--- src/rtl/rggen_apb_initiator.sv ---
// APB initiator: command/response handshake in, one APB transfer at a time out, result held in a 1-entry buffer.
// Optional ACCESS-phase timeout is compiled in with `define RGGEN_APB_INITIATOR_TIMEOUT_EN.
module rggen_apb_initiator #(
  parameter int ADDRESS_WIDTH  = 8,
  parameter int DATA_WIDTH     = 32,
  parameter int TIMEOUT_CYCLES = 256
) (
  input  logic                     clk,
  input  logic                     rst_n,
  input  logic                     i_cmd_valid,
  output logic                     o_cmd_ready,
  input  logic                     i_cmd_write,
  input  logic [ADDRESS_WIDTH-1:0] i_cmd_address,
  input  logic [DATA_WIDTH-1:0]    i_cmd_write_data,
  output logic                     o_rsp_valid,
  input  logic                     i_rsp_ready,
  output logic [DATA_WIDTH-1:0]    o_rsp_read_data,
  output logic [1:0]               o_rsp_status,
  output logic                     o_psel,
  output logic                     o_penable,
  output logic                     o_pwrite,
  output logic [ADDRESS_WIDTH-1:0] o_paddr,
  output logic [DATA_WIDTH-1:0]    o_pwdata,
  input  logic                     i_pready,
  input  logic                     i_pslverr,
  input  logic [DATA_WIDTH-1:0]    i_prdata
);
  localparam logic [1:0] IDLE   = 2'b00;
  localparam logic [1:0] SETUP  = 2'b01;
  localparam logic [1:0] ACCESS = 2'b10;

  logic [1:0]               state_q, state_d;
  logic                     psel_q, psel_d;
  logic                     penable_q, penable_d;
  logic                     pwrite_q, pwrite_d;
  logic [ADDRESS_WIDTH-1:0] paddr_q, paddr_d;
  logic [DATA_WIDTH-1:0]    pwdata_q, pwdata_d;
  logic                     rsp_valid_q, rsp_valid_d;
  logic [DATA_WIDTH-1:0]    rsp_data_q, rsp_data_d;
  logic [1:0]               rsp_status_q, rsp_status_d;
  logic                     timeout_hit;

  // Held low while reset is asserted so nothing is offered to the command side.
  assign o_cmd_ready = rst_n && (state_q == IDLE) && (!rsp_valid_q || i_rsp_ready);

  always_comb begin
    state_d      = state_q;
    psel_d       = psel_q;
    penable_d    = penable_q;
    pwrite_d     = pwrite_q;
    paddr_d      = paddr_q;
    pwdata_d     = pwdata_q;
    rsp_valid_d  = rsp_valid_q;
    rsp_data_d   = rsp_data_q;
    rsp_status_d = rsp_status_q;
    if (rsp_valid_q && i_rsp_ready) begin
      rsp_valid_d = 1'b0;
    end
    case (state_q)
      IDLE: begin
        if (i_cmd_valid && o_cmd_ready) begin
          state_d   = SETUP;
          psel_d    = 1'b1;
          penable_d = 1'b0;
          pwrite_d  = i_cmd_write;
          paddr_d   = i_cmd_address;
          pwdata_d  = i_cmd_write_data;
        end
      end
      SETUP: begin
        state_d   = ACCESS;
        penable_d = 1'b1;
      end
      ACCESS: begin
        // A pready in the terminal-count cycle takes priority over the timeout.
        if (i_pready || timeout_hit) begin
          state_d     = IDLE;
          psel_d      = 1'b0;
          penable_d   = 1'b0;
          rsp_valid_d = 1'b1;
          if (i_pready) begin
            rsp_status_d = {i_pslverr, 1'b0};
            rsp_data_d   = pwrite_q ? '0 : i_prdata;
          end else begin
            rsp_status_d = 2'b11;
            rsp_data_d   = '0;
          end
        end
      end
      default: begin
        state_d   = IDLE;
        psel_d    = 1'b0;
        penable_d = 1'b0;
      end
    endcase
  end

  always_ff @(posedge clk or negedge rst_n) begin
    if (!rst_n) begin
      state_q      <= IDLE;
      psel_q       <= 1'b0;
      penable_q    <= 1'b0;
      pwrite_q     <= 1'b0;
      paddr_q      <= '0;
      pwdata_q     <= '0;
      rsp_valid_q  <= 1'b0;
      rsp_data_q   <= '0;
      rsp_status_q <= 2'b00;
    end else begin
      state_q      <= state_d;
      psel_q       <= psel_d;
      penable_q    <= penable_d;
      pwrite_q     <= pwrite_d;
      paddr_q      <= paddr_d;
      pwdata_q     <= pwdata_d;
      rsp_valid_q  <= rsp_valid_d;
      rsp_data_q   <= rsp_data_d;
      rsp_status_q <= rsp_status_d;
    end
  end

`ifdef RGGEN_APB_INITIATOR_TIMEOUT_EN
  localparam int CNT_W = $clog2(TIMEOUT_CYCLES + 1);
  localparam logic [CNT_W-1:0] CNT_LAST = CNT_W'(TIMEOUT_CYCLES - 1);

  logic [CNT_W-1:0] to_cnt_q;

  assign timeout_hit = (state_q == ACCESS) && !i_pready && (to_cnt_q == CNT_LAST);

  always_ff @(posedge clk or negedge rst_n) begin
    if (!rst_n) begin
      to_cnt_q <= '0;
    end else if (state_q == SETUP) begin
      to_cnt_q <= '0;
    end else if ((state_q == ACCESS) && !i_pready) begin
      to_cnt_q <= to_cnt_q + CNT_W'(1);
    end
  end
`else
  // Legal TIMEOUT_CYCLES is >= 1, so ACCESS waits for pready indefinitely.
  assign timeout_hit = (TIMEOUT_CYCLES < 1);
`endif

  assign o_psel          = psel_q;
  assign o_penable       = penable_q;
  assign o_pwrite        = pwrite_q;
  assign o_paddr         = paddr_q;
  assign o_pwdata        = pwdata_q;
  assign o_rsp_valid     = rsp_valid_q;
  assign o_rsp_read_data = rsp_data_q;
  assign o_rsp_status    = rsp_status_q;

endmodule
--- config.mk ---
export PLATFORM = sky130hd
export DESIGN_NAME = rggen_apb_initiator
export DESIGN_NICKNAME = d
export VERILOG_FILES = /design/src/rtl/rggen_apb_initiator.sv
export SDC_FILE = /design/constraint.sdc
export NUM_CORES = 1
export LEC_CHECK = 0
export ABC_AREA = 0
export BUFFER_PORTS_ARGS = -buffer_cell sky130_fd_sc_hd__buf_4
export CAP_MARGIN = 20
export CORE_UTILIZATION = 49
export CTS_CLUSTER_DIAMETER = 200
export CTS_CLUSTER_SIZE = 12
export DETAILED_ROUTE_END_ITERATION = 6
export PLACE_DENSITY_LB_ADDON = 0.3
export SKIP_LAST_GASP = 1
export SLEW_MARGIN = 25
export SYNTH_ARGS = -nofsm -noshare
export SYNTH_HDL_FRONTEND = slang
export SYNTH_SLANG_ARGS = --single-unit
--- constraint.sdc ---
create_clock -name clk -period 2.55 [get_ports clk]
set_input_delay 0.3825 -clock clk [delete_from_list [all_inputs] [get_ports clk]]
set_output_delay 0.3825 -clock clk [all_outputs]
set_load 0.03 [all_outputs]
### After elaboration in Yosys (flattened, before gate mapping)

Cells that the tools add are included.

* eq/ne operators: 4
* mux-type cells: 12
* bitwise operators: 1
* reduce and logical (&&, ||, !) cells: 11

Operator list (number)
* $mux W32: 1
* $mux W1: 6
* $pmux W1 S3: 2
* $pmux W2 S3: 1
* $reduce_and A2 Y1: 3
* $logic_and A1 B1 Y1: 4
* $mux W2: 2
* $reduce_and A3 Y1: 1
* $eq A2 B1 Y1 const B: 1
* $eq A2 B2 Y1 const B: 1
* $logic_not A2 Y1: 1
* $ne A2 B1 Y1 const B: 1
* $ne A2 B2 Y1 const B: 1
* $logic_not A1 Y1: 1
* $logic_or A1 B1 Y1: 1
* $not A1 Y1: 1

* logic and storage cells: 37
* flip-flop bits (word level): 79
* input bits: 79
* output and inout bits: 79

### Depth between registers and ports, before layout

Gate-level depths: netlist of the first run.

* depth in word-level cells: 6
* depth in mapped cells: 5
* mapped depth without buffers: 3

### Least setup slack after synthesis of the first run

Ideal clock, no wire load.

* path kind: reg-to-reg
* from: register rsp_valid_q (netlist: o_rsp_valid)
* to: register paddr_q[0] (netlist: o_paddr[0])
* clock period less this slack: 1.447 ns
* slack: 1.103 ns
* library setup time: 0.125 ns
* buffers on the path: 1
* required time: 2.425 ns
* arrival: 1.321 ns
* cell stages (with the launch flop): 5
* path through: dfrtp_1 > nand2b_1 > nand4_4 > buf_6 > mux2_4

* longest elaborated chain between the ends: 5

Ends and longest elaborated chain
* start, declared: line 38 `logic rsp_valid_q, rsp_valid_d;`
* start signal, assigned: line 116 `rsp_valid_q <= rsp_valid_d;`
* $logic_not A1 Y1: line 44 `assign o_cmd_ready = rst_n && (state_q == IDLE) && (!rsp_valid_q || i_rsp_ready);`
* $logic_or A1 B1 Y1: line 44
* $logic_and A1 B1 Y1: line 44
* $logic_and A1 B1 Y1: line 61 `if (i_cmd_valid && o_cmd_ready) begin`
* $reduce_and A2 Y1 (no line)
* end signal, assigned: line 114 `paddr_q <= paddr_d;`
* end, declared: line 36 `logic [ADDRESS_WIDTH-1:0] paddr_q, paddr_d;`

No other way between the ends.
A chain may end at the register's enable or synchronous reset.

### Worst setup path in the final report of the first run

* from: register pwrite_q (netlist: o_pwrite)
* to: output o_pwrite

RTL lines
* start, declared: line 35 `logic pwrite_q, pwrite_d;`
* start signal, assigned: line 113 `pwrite_q <= pwrite_d;`
* end, declared: line 21 `output logic o_pwrite,`

No word-level cell between the ends.

==> results of run 1 <==
[per-stage QoR]
step                total power [mW]  utilization, %
finish                          5.73            73.8
global route                    6.03            73.8
CTS                             5.79            73.8
detailed placement              4.79            70.5
global placement                4.72            70.5
floorplan                       3.71               -
[per-layer routing]
metal	global-route usage, %	share of wire [%]	up-vias
li1	-	-	1133
met1	27.7	42	1133
met2	35.0	51	79
met3	4.15	5.6	10
met4	9.24	1.8	0
met5	0	0	-
[synth_stat cells]
cell,number,area share (%)
a21o_1,1,0.23
a31o_2,2,0.54
and3_1,1,0.19
buf_2,4,0.61
buf_4,1,0.23
buf_6,4,1.4
clkbuf_1,6,0.69
conb_1,1,0.11
dfrtp_1,79,60
inv_1,2,0.23
mux2_2,5,1.7
mux2_4,37,17
nand2_1,34,3.9
nand2b_1,33,6.3
nand3b_1,1,0.23
nand4_4,1,0.65
nor2_1,1,0.11
nor2_2,1,0.19
nor2b_1,1,0.19
o21ai_0,33,5.0
[flip-flops by register name (all words and copies together), names as in the netlist]
register,flops
o_pwdata,32
o_penable,1
o_psel,1
o_rsp_status,1
o_pwrite,1
o_paddr,8
o_rsp_read_data,32
o_rsp_valid,1
state_q,2
[kinds of logic (layout without fill, tap and decap cells)]
logic type,after synthesis,after routing
AO/OA/AOI/OAI,36,36
AND/OR/NAND/NOR,73,73
other,1,1
flip-flops,79,79
multiplexers,42,42
buffers and inverters,17,179
[path summary, 6_finish.rpt]
kind / endpoint / slack [ns] / depth (start not counted)
worst max-delay path: o_pwrite / 0.63 / 1
max in group asynchronous: o_rsp_read_data[22] / 1.86 / 2
worst min register to register: o_rsp_read_data[25] / 0.48 / 2
worst max register to register: o_pwdata[11] / 0.76 / 4
worst min-delay path: o_rsp_read_data[2] / 0.21 / 2
min in group clk: o_pwdata[28] / 0.27 / 2
[power breakdown]
group	internal [mW]	leakage (nW)	total, mW	switching, mW
Clock	0.570	0.109	0.985	0.414
Sequential	1.74	0.974	2.07	0.325
Combinational	1.17	1.40	2.68	1.51
[layout make-up]
type                    count  area [µm²]  area share (%)
clock buffers              11         141            3.00
clock inverters             4        70.1            1.49
inverters                   2        7.51           0.159
multi-input cells         152        1190            25.3
flip-flops and latches     79        1980            41.9
well taps                  77        96.3            2.04
repair buffers            162        1230            26.1
[layout by cell type, fill, tap and decap left out]
master,count
buf_4,160
inv_1,2
nor2_2,1
buf_12,1
o21ai_0,33
nand2b_1,33
nand2_1,34
a21o_1,1
dfrtp_1,79
clkinv_2,2
bufinv_16,2
a31o_2,2
nor2_1,1
clkbuf_8,10
mux2_4,37
nor2b_1,1
nand3b_1,1
nand4_4,1
buf_6,1
mux2_2,5
and3_1,1
clkbuf_1,1
conb_1,1
==> results.yml, run 1 <==
pwr:
  powerDensity_nw_per_um2: 1220
  cellLeakagePower_nw: 2.48
  vdd.ir_drop.worst_mv: 0.734
run_status:
  outcome: "complete, no violations"
route:
  num_vias: 2355
  drt_iter0_markers: 85
  drc_errors: 0
  wl_um: 7050
  wl_per_cell_um: 14.5
  antenna_left: 0
  dr.pass1.iters: 4
  routed_via_density: 4.84
clock_tree:
  cts_buffer_depth: 2
  clock_sinks: 79
  insertion_delay_ns: 0.33
  cts_tree: "done"
  ctsHoldBuffers: 0
  cts_setup_buffers: 0
  cts_root_buf: "clkbuf_8"
  h-tree-depth: 3
  clkTransAtPathRegs_ns: 0.08
  cts_resized: 0
  numCtsBuffers: 9
critical_path:
  critPathArrivalTime_ns: 1.54
  rr_startpoint: "state_q[1]"
  critPathBufInv: 1
  critical-path-top-delay-family: "flip-flops"
  cp-startpoint: "o_pwrite"
  end_kind: "output pin"
  cp_max_fo: 34
  worstPathRequired_ns: 2.17
  crit_type: "flip-flop to output pin"
  cpMaxStageDelayCell: "dfrtp_1"
  cpPeakStageDelay_ns: 0.91
  critPathLaunchType: "flip-flop"
  path_cells: "buf_4"
cells_and_area:
  drive_gt1_share_pct: 54.1
  fillers: 452
  fin_nets: 485
  finalNonFillerCells: 487
  fin_area_um2: 4720
  area_delta_synth_final_pct: 44.2
  n_antenna_cell: 0
worst_hold_path:
  hold_class: "input port to async pin"
timing:
  rsz0062_at_grt: "false"
  tightestPinTransition_ns: 0.868
  post-route-period-util_pct: 75.4
  hold_ws_ns: 0.213
  final.setup.tns_ns: 0
  fin_crit_ns: 1.92
  drv_slew: 0
  hold_viol_final: 0
  slew_headroom_pct: 42.1
  clock.fmax_mhz: 520
  setup_ws_ns: 0.627
  setup_violations: 0
  clock_skew_ns: 0.00812
yosys:
  postSynthNetCount: 327
  synthXorXnorAreaFrac_pct: 0
  synth_top_family_by_area: "multiplexers"
  syn_inst: 248
  synthSimpleGateAreaFrac_pct: 11.8
  yosysSeqAreaShare_pct: 60.4
  synth_adder_area_share_pct: 0
  syn_avg_cell_area_um2: 13.2
  muxShareOfSynthArea_pct: 18.7
  syn_area_um2: 3270
  ys_ff_latch: 79
  synth_compound_area_share_pct: 5.81
  yosysWarnings: 0
  ys_types: 20
floorplan:
  initial_core_util_pct: 51.2
  fp.coreArea_um2: 6390
  io_pins: 158
  die_w_um: 83.7
  die-height_um: 83.7
  die_area_um2: 7010
  core.rowCount: 29
placed_design:
  place_inst: 472
  dp_slack_ns: 0.738
  portBuffers: 156
  place.gp.congestion: 0.702
  hpwl_um: 5110
  placed_area_um2: 4500
global_routing:
  grt_pass1_vias: 2313
  grt_pass1_wl_um: 11600
  grtUsageTotal_pct: 21.3
  grt_max_degree: 80
  overflow: 0
  grt_antenna_before_repair: 0
flow_run:
  cap_violations: 0
Note: power is estimated with default switching activity, not from simulation.
==> run 2: changes to the inputs <==
--- a/config.mk
+++ b/config.mk
@@ -8,7 +8,7 @@
 export ABC_AREA = 0
 export BUFFER_PORTS_ARGS = -buffer_cell sky130_fd_sc_hd__buf_4
 export CAP_MARGIN = 20
-export CORE_UTILIZATION = 49
+export CORE_UTILIZATION = 46
 export CTS_CLUSTER_DIAMETER = 200
 export CTS_CLUSTER_SIZE = 12
 export DETAILED_ROUTE_END_ITERATION = 6
==> constraint.sdc (replaced) <==
create_clock -name clk -period 1.9 [get_ports clk]
set_input_delay 0.285 -clock clk [delete_from_list [all_inputs] [get_ports clk]]
set_output_delay 0.285 -clock clk [all_outputs]
set_load 0.03 [all_outputs]
==> results.yml, run 2 (synthesized netlist as in run 1, its figures left out) <==
clock_tree:
  clkTransAtPathRegs_ns: 0.08
  numCtsBuffers: 9
  clock_sinks: 79
  h-tree-depth: 3
  cts_resized: 0
  insertion_delay_ns: 0.34
  cts_root_buf: "clkbuf_8"
  cts_buffer_depth: 2
  cts_tree: "done"
critical_path:
  ff2ff_setup_slack_ns: 0.45
  rr_startpoint: "state_q[1]"
  critPathLaunchType: "flip-flop"
  critPathArrivalTime_ns: 1.35
  cpMaxStageDelayCell: "dfrtp_1"
  critical-path-top-delay-family: "flip-flops"
  critPathBufInv: 1
  cpPeakStageDelay_ns: 0.74
  worstPathRequired_ns: 1.62
  end_kind: "output pin"
  cp_max_fo: 23
  path_cells: "buf_4"
  crit_type: "flip-flop to output pin"
  reg2reg_to: "o_pwdata[30]"
  worstRegToRegCells: 4
floorplan:
  fp.coreArea_um2: 6830
  core.rowCount: 30
  die_area_um2: 7450
  die-height_um: 86.3
  initial_core_util_pct: 47.9
  die_w_um: 86.3
  io_pins: 158
cells_and_area:
  area_delta_synth_final_pct: 45.9
  drive_gt1_share_pct: 54.5
  mostFrequentLayoutCell: "buf_4"
  fin_nets: 487
  fillers: 531
  multiInputGateArea_um2: 1190
  n_antenna_cell: 0
  seq_area_um2: 1980
  final_cell_mix: "buf_4 (162), dfrtp_1 (79), mux2_4 (37)"
  finalNonFillerCells: 509
  final_util_pct: 69.9
run_status:
  outcome: "complete, no violations"
route:
  antenna_left: 0
  drc_errors: 0
  wl_per_cell_um: 13.9
  routed_via_density: 4.56
  drt_iter0_markers: 46
  wl_um: 7090
  num_vias: 2320
  dr.pass1.iters: 4
worst_hold_path:
  whs_path_depth: 2
  min_from: "i_cmd_write_data[12]"
  min_to: "o_pwdata[12]"
  hold_class: "input port to flip-flop"
timing:
  clock_skew_ns: 0.00856
  drv_slew: 0
  rsz0062_at_grt: "false"
  tightestPinTransition_ns: 0.721
  post-route-period-util_pct: 86.3
  fin_crit_ns: 1.64
  slew_headroom_pct: 51.9
  setup_violations: 0
  hold_viol_final: 0
  clock.fmax_mhz: 610
  final.setup.tns_ns: 0
  setup_ws_ns: 0.260
placed_design:
  place_inst: 492
  place.gp.congestion: 0.720
  dp_slack_ns: 0.378
  portBuffers: 156
  hpwl_um: 5350
flow_run:
  cap_violations: 0
global_routing:
  grtUsageTotal_pct: 19.6
  grt_antenna_before_repair: 0
  grt_max_degree: 60
  grt_pass1_wl_um: 11100
  overflow: 0
  grt_pass1_vias: 2305
pwr:
  powerDensity_nw_per_um2: 1630
  vdd.ir_drop.worst_mv: 0.854
  intPower_mw: 4.73
  pwr-share-seq_pct: 35.5
  cellLeakagePower_nw: 2.49
  switchingPower_mw: 3.03
  switching_share_pct: 39.1
  power.total_mw: 7.76
  pwr-share-clk_pct: 17.9
  pwr-share-comb_pct: 46.6
==> run 2: cell count changes in the layout (fill, tap and decap cells not counted), sizes merged <==
| cell | delta |
|---|---|
| clkinvlp | +2 |
| buf | +1 |
| clkinv | -1 |
| dlygate4sd3 | +1 |
==> run 2: area by class of cell <==
class	count	share of cell area (%)
Sequential cell	79	41.4
Timing Repair Buffer	164	26.1
Multi-Input combinational cell	152	25.0
Clock buffer	11	3.17
Tap cell	96	2.52
Clock inverter	5	1.68
Inverter	2	0.157
==> run 2: worst max-delay path by stage <==
stage,from,to,slack (ns),cells past startpoint
after CTS,o_pwrite,o_pwrite,0.23,1
after global routing,o_pwrite,o_pwrite,0.17,1
after detailed placement,i_rsp_ready,o_pwdata[19],0.38,5
after global placement,i_rsp_ready,o_pwdata[18],0.40,5
final,o_pwrite,o_pwrite,0.26,1
after floorplan,o_rsp_valid,o_paddr[0],0.45,4
==> run 2: through the flow <==
| stage | hold WS [ns] | area, µm² |
|---|---|---|
| after global routing | 0.147 | 4770 |
| final | 0.173 | 4770 |
| after CTS | 0.155 | 4770 |
| after global placement | 0.330 | 4530 |
| after floorplan | -0.0106 | 3270 |
| after detailed placement | 0.331 | 4530 |
==> run 2: power groups by stage <==
stage	registers, mW	logic [mW]	clock network, mW
4_1_cts	2.76	3.65	1.44
2_1_floorplan	4.04	0.941	0
3_3_place_gp	2.76	3.59	0
3_5_place_dp	2.78	3.66	0
6_report	2.75	3.62	1.39
5_1_grt	2.84	3.83	1.50
==> run 2: repair_timing <==
item	4_1_cts	5_1_grt
setup endpoints to repair	0	0
hold endpoints to repair	20	0
hold buffers	1	0
setup buffers	0	0
==> run 2: per-layer routing <==
layer	vias up	share of wire (%)	wire, µm	GRT usage, %
li1	1137	-	-	-
met1	1086	41	2890	24.7
met2	81	52	3660	32.0
met3	16	5.2	367	5.43
met4	0	2.5	175	8.33
met5	-	0	0	0
==> run 3: changes to the inputs <==
--- a/config.mk
+++ b/config.mk
@@ -13,6 +13,7 @@
 export CTS_CLUSTER_SIZE = 12
 export DETAILED_ROUTE_END_ITERATION = 6
 export PLACE_DENSITY_LB_ADDON = 0.3
+export RECOVER_POWER = 100
 export SKIP_LAST_GASP = 1
 export SLEW_MARGIN = 25
 export SYNTH_ARGS = -nofsm -noshare
==> results.yml, run 3 (synthesized netlist as in run 1, its figures left out) <==
cells_and_area:
  final_util_pct: 63.3
  mostFrequentLayoutCell: "clkbuf_1"
  fin_area_um2: 4330
  fillers: 649
  n_antenna_cell: 0
  final_cell_mix: "clkbuf_1 (80), dfrtp_1 (79), buf_4 (78)"
  drive_gt1_share_pct: 26.2
  fin_nets: 487
  area_delta_synth_final_pct: 32.3
run_status:
  outcome: "complete, no violations"
clock_tree:
  cts_buffer_depth: 2
  cts_tree: "done"
  h-tree-depth: 3
  cts_setup_buffers: 0
  insertion_delay_ns: 0.34
  cts_root_buf: "clkbuf_8"
  clock_sinks: 79
  clkTransAtPathRegs_ns: 0.08
  numCtsBuffers: 9
worst_hold_path:
  min_from: "i_cmd_write_data[16]"
  whs_path_depth: 2
  min_to: "o_pwdata[16]"
  hold_class: "input port to flip-flop"
route:
  num_vias: 2310
  drt_iter0_markers: 47
  drc_errors: 0
  wl_um: 7140
  wl_per_cell_um: 14.0
  routed_via_density: 4.54
  dr.pass1.iters: 4
  antenna_left: 0
critical_path:
  critPathBufInv: 3
  critical-path-top-delay-family: "buffers and inverters"
  ff2ff_setup_slack_ns: 0.36
  worstPathRequired_ns: 1.62
  rr_startpoint: "state_q[1]"
  reg2reg_to: "o_rsp_read_data[30]"
  crit_type: "input port to output pin"
  cpPeakStageDelay_ns: 0.53
  cpMaxStageDelayCell: "dlygate4sd3_1"
  end_kind: "output pin"
  cp_max_fo: 4
  critPathArrivalTime_ns: 1.48
  worstSetupPathDepth: 4
  critPathLaunchType: "input port"
  path_cells: "dlygate4sd3_1 -> clkbuf_1 -> and3_1 -> clkbuf_2"
  worstRegToRegCells: 3
timing:
  setup_ws_ns: 0.139
  setup_violations: 0
  tightestPinTransition_ns: 1.04
  post-route-period-util_pct: 92.7
  hold_viol_final: 0
  drv_slew: 0
  slew_headroom_pct: 30.4
  final.setup.tns_ns: 0
  fin_crit_ns: 1.76
  clock_skew_ns: 0.00955
  rsz0062_at_grt: "false"
  clock.fmax_mhz: 568
global_routing:
  overflow: 0
  grt_antenna_before_repair: 0
  grt_pass1_vias: 2305
  grt_max_degree: 60
  grtUsageTotal_pct: 19.6
  grt_pass1_wl_um: 11100
flow_run:
  cap_violations: 0
floorplan:
  initial_core_util_pct: 47.9
  fp.coreArea_um2: 6830
  die_area_um2: 7450
  io_pins: 158
  die-height_um: 86.3
  core.rowCount: 30
  die_w_um: 86.3
placed_design:
  dp_slack_ns: 0.378
  place.gp.congestion: 0.720
  portBuffers: 156
  hpwl_um: 5350
  placed_area_um2: 4530
pwr:
  vdd.ir_drop.worst_mv: 0.735
  cellLeakagePower_nw: 2.00
  powerDensity_nw_per_um2: 1600
-- run 3: worst max-delay path by stage --
stage,start,to,slack (ns)
final,rst_n,o_cmd_ready,0.14
after floorplan,o_rsp_valid,o_paddr[0],0.45
after CTS,o_pwrite,o_pwrite,0.23
after global routing,rst_n,o_rsp_read_data[28],0.09
after detailed placement,i_rsp_ready,o_pwdata[19],0.38
after global placement,i_rsp_ready,o_pwdata[18],0.40
-- run 3: layout make-up --
class	instances	area (µm²)	share of cell area [%]
Clock inverter	5	80.1	1.85
Sequential cell	79	1980	45.7
Inverter	2	7.51	0.174
Clock buffer	11	151	3.50
Multi-Input combinational cell	152	1050	24.3
Tap cell	96	120	2.78
Timing Repair Buffer	164	938	21.7
-- run 3: power by group --
| group | internal [mW] | total [mW] | switching [mW] |
|---|---|---|---|
| registers | 2.34 | 2.72 | 0.385 |
| logic | 0.791 | 2.82 | 2.03 |
| clock network | 0.809 | 1.39 | 0.585 |
-- run 3: routing by layer --
metal	up-vias	track usage (%)	part of all wire, %	routed length [µm]
li1	1139	-	-	-
met1	1086	24.7	42	3010
met2	74	32.0	51	3660
met3	11	5.43	4.8	345
met4	0	8.33	1.8	130
met5	-	0	0	0
-- run 3: worst register-to-register path: cells and delay by family, from the launching register on --
kind	cells	cell delay [ns]
compound gates	1	0.21
flops	1	0.44
simple gates	1	0.25
buf+inv	1	0.50
-- run 3: timing repair --
item,4_1_cts,5_1_grt
gates resized for setup,0,0
hold endpoints to repair,20,0
hold buffers,1,0
-- run 3: through the flow --
stage / instances / hold slack, ns / total power, mW
2_1_floorplan: 248 / -0.0106 / 4.98
3_3_place_gp: 492 / 0.330 / 6.34
3_5_place_dp: 492 / 0.331 / 6.44
4_1_cts: 509 / 0.155 / 7.85
5_1_grt: 509 / 0.137 / 7.35
6_report: 509 / 0.154 / 6.94
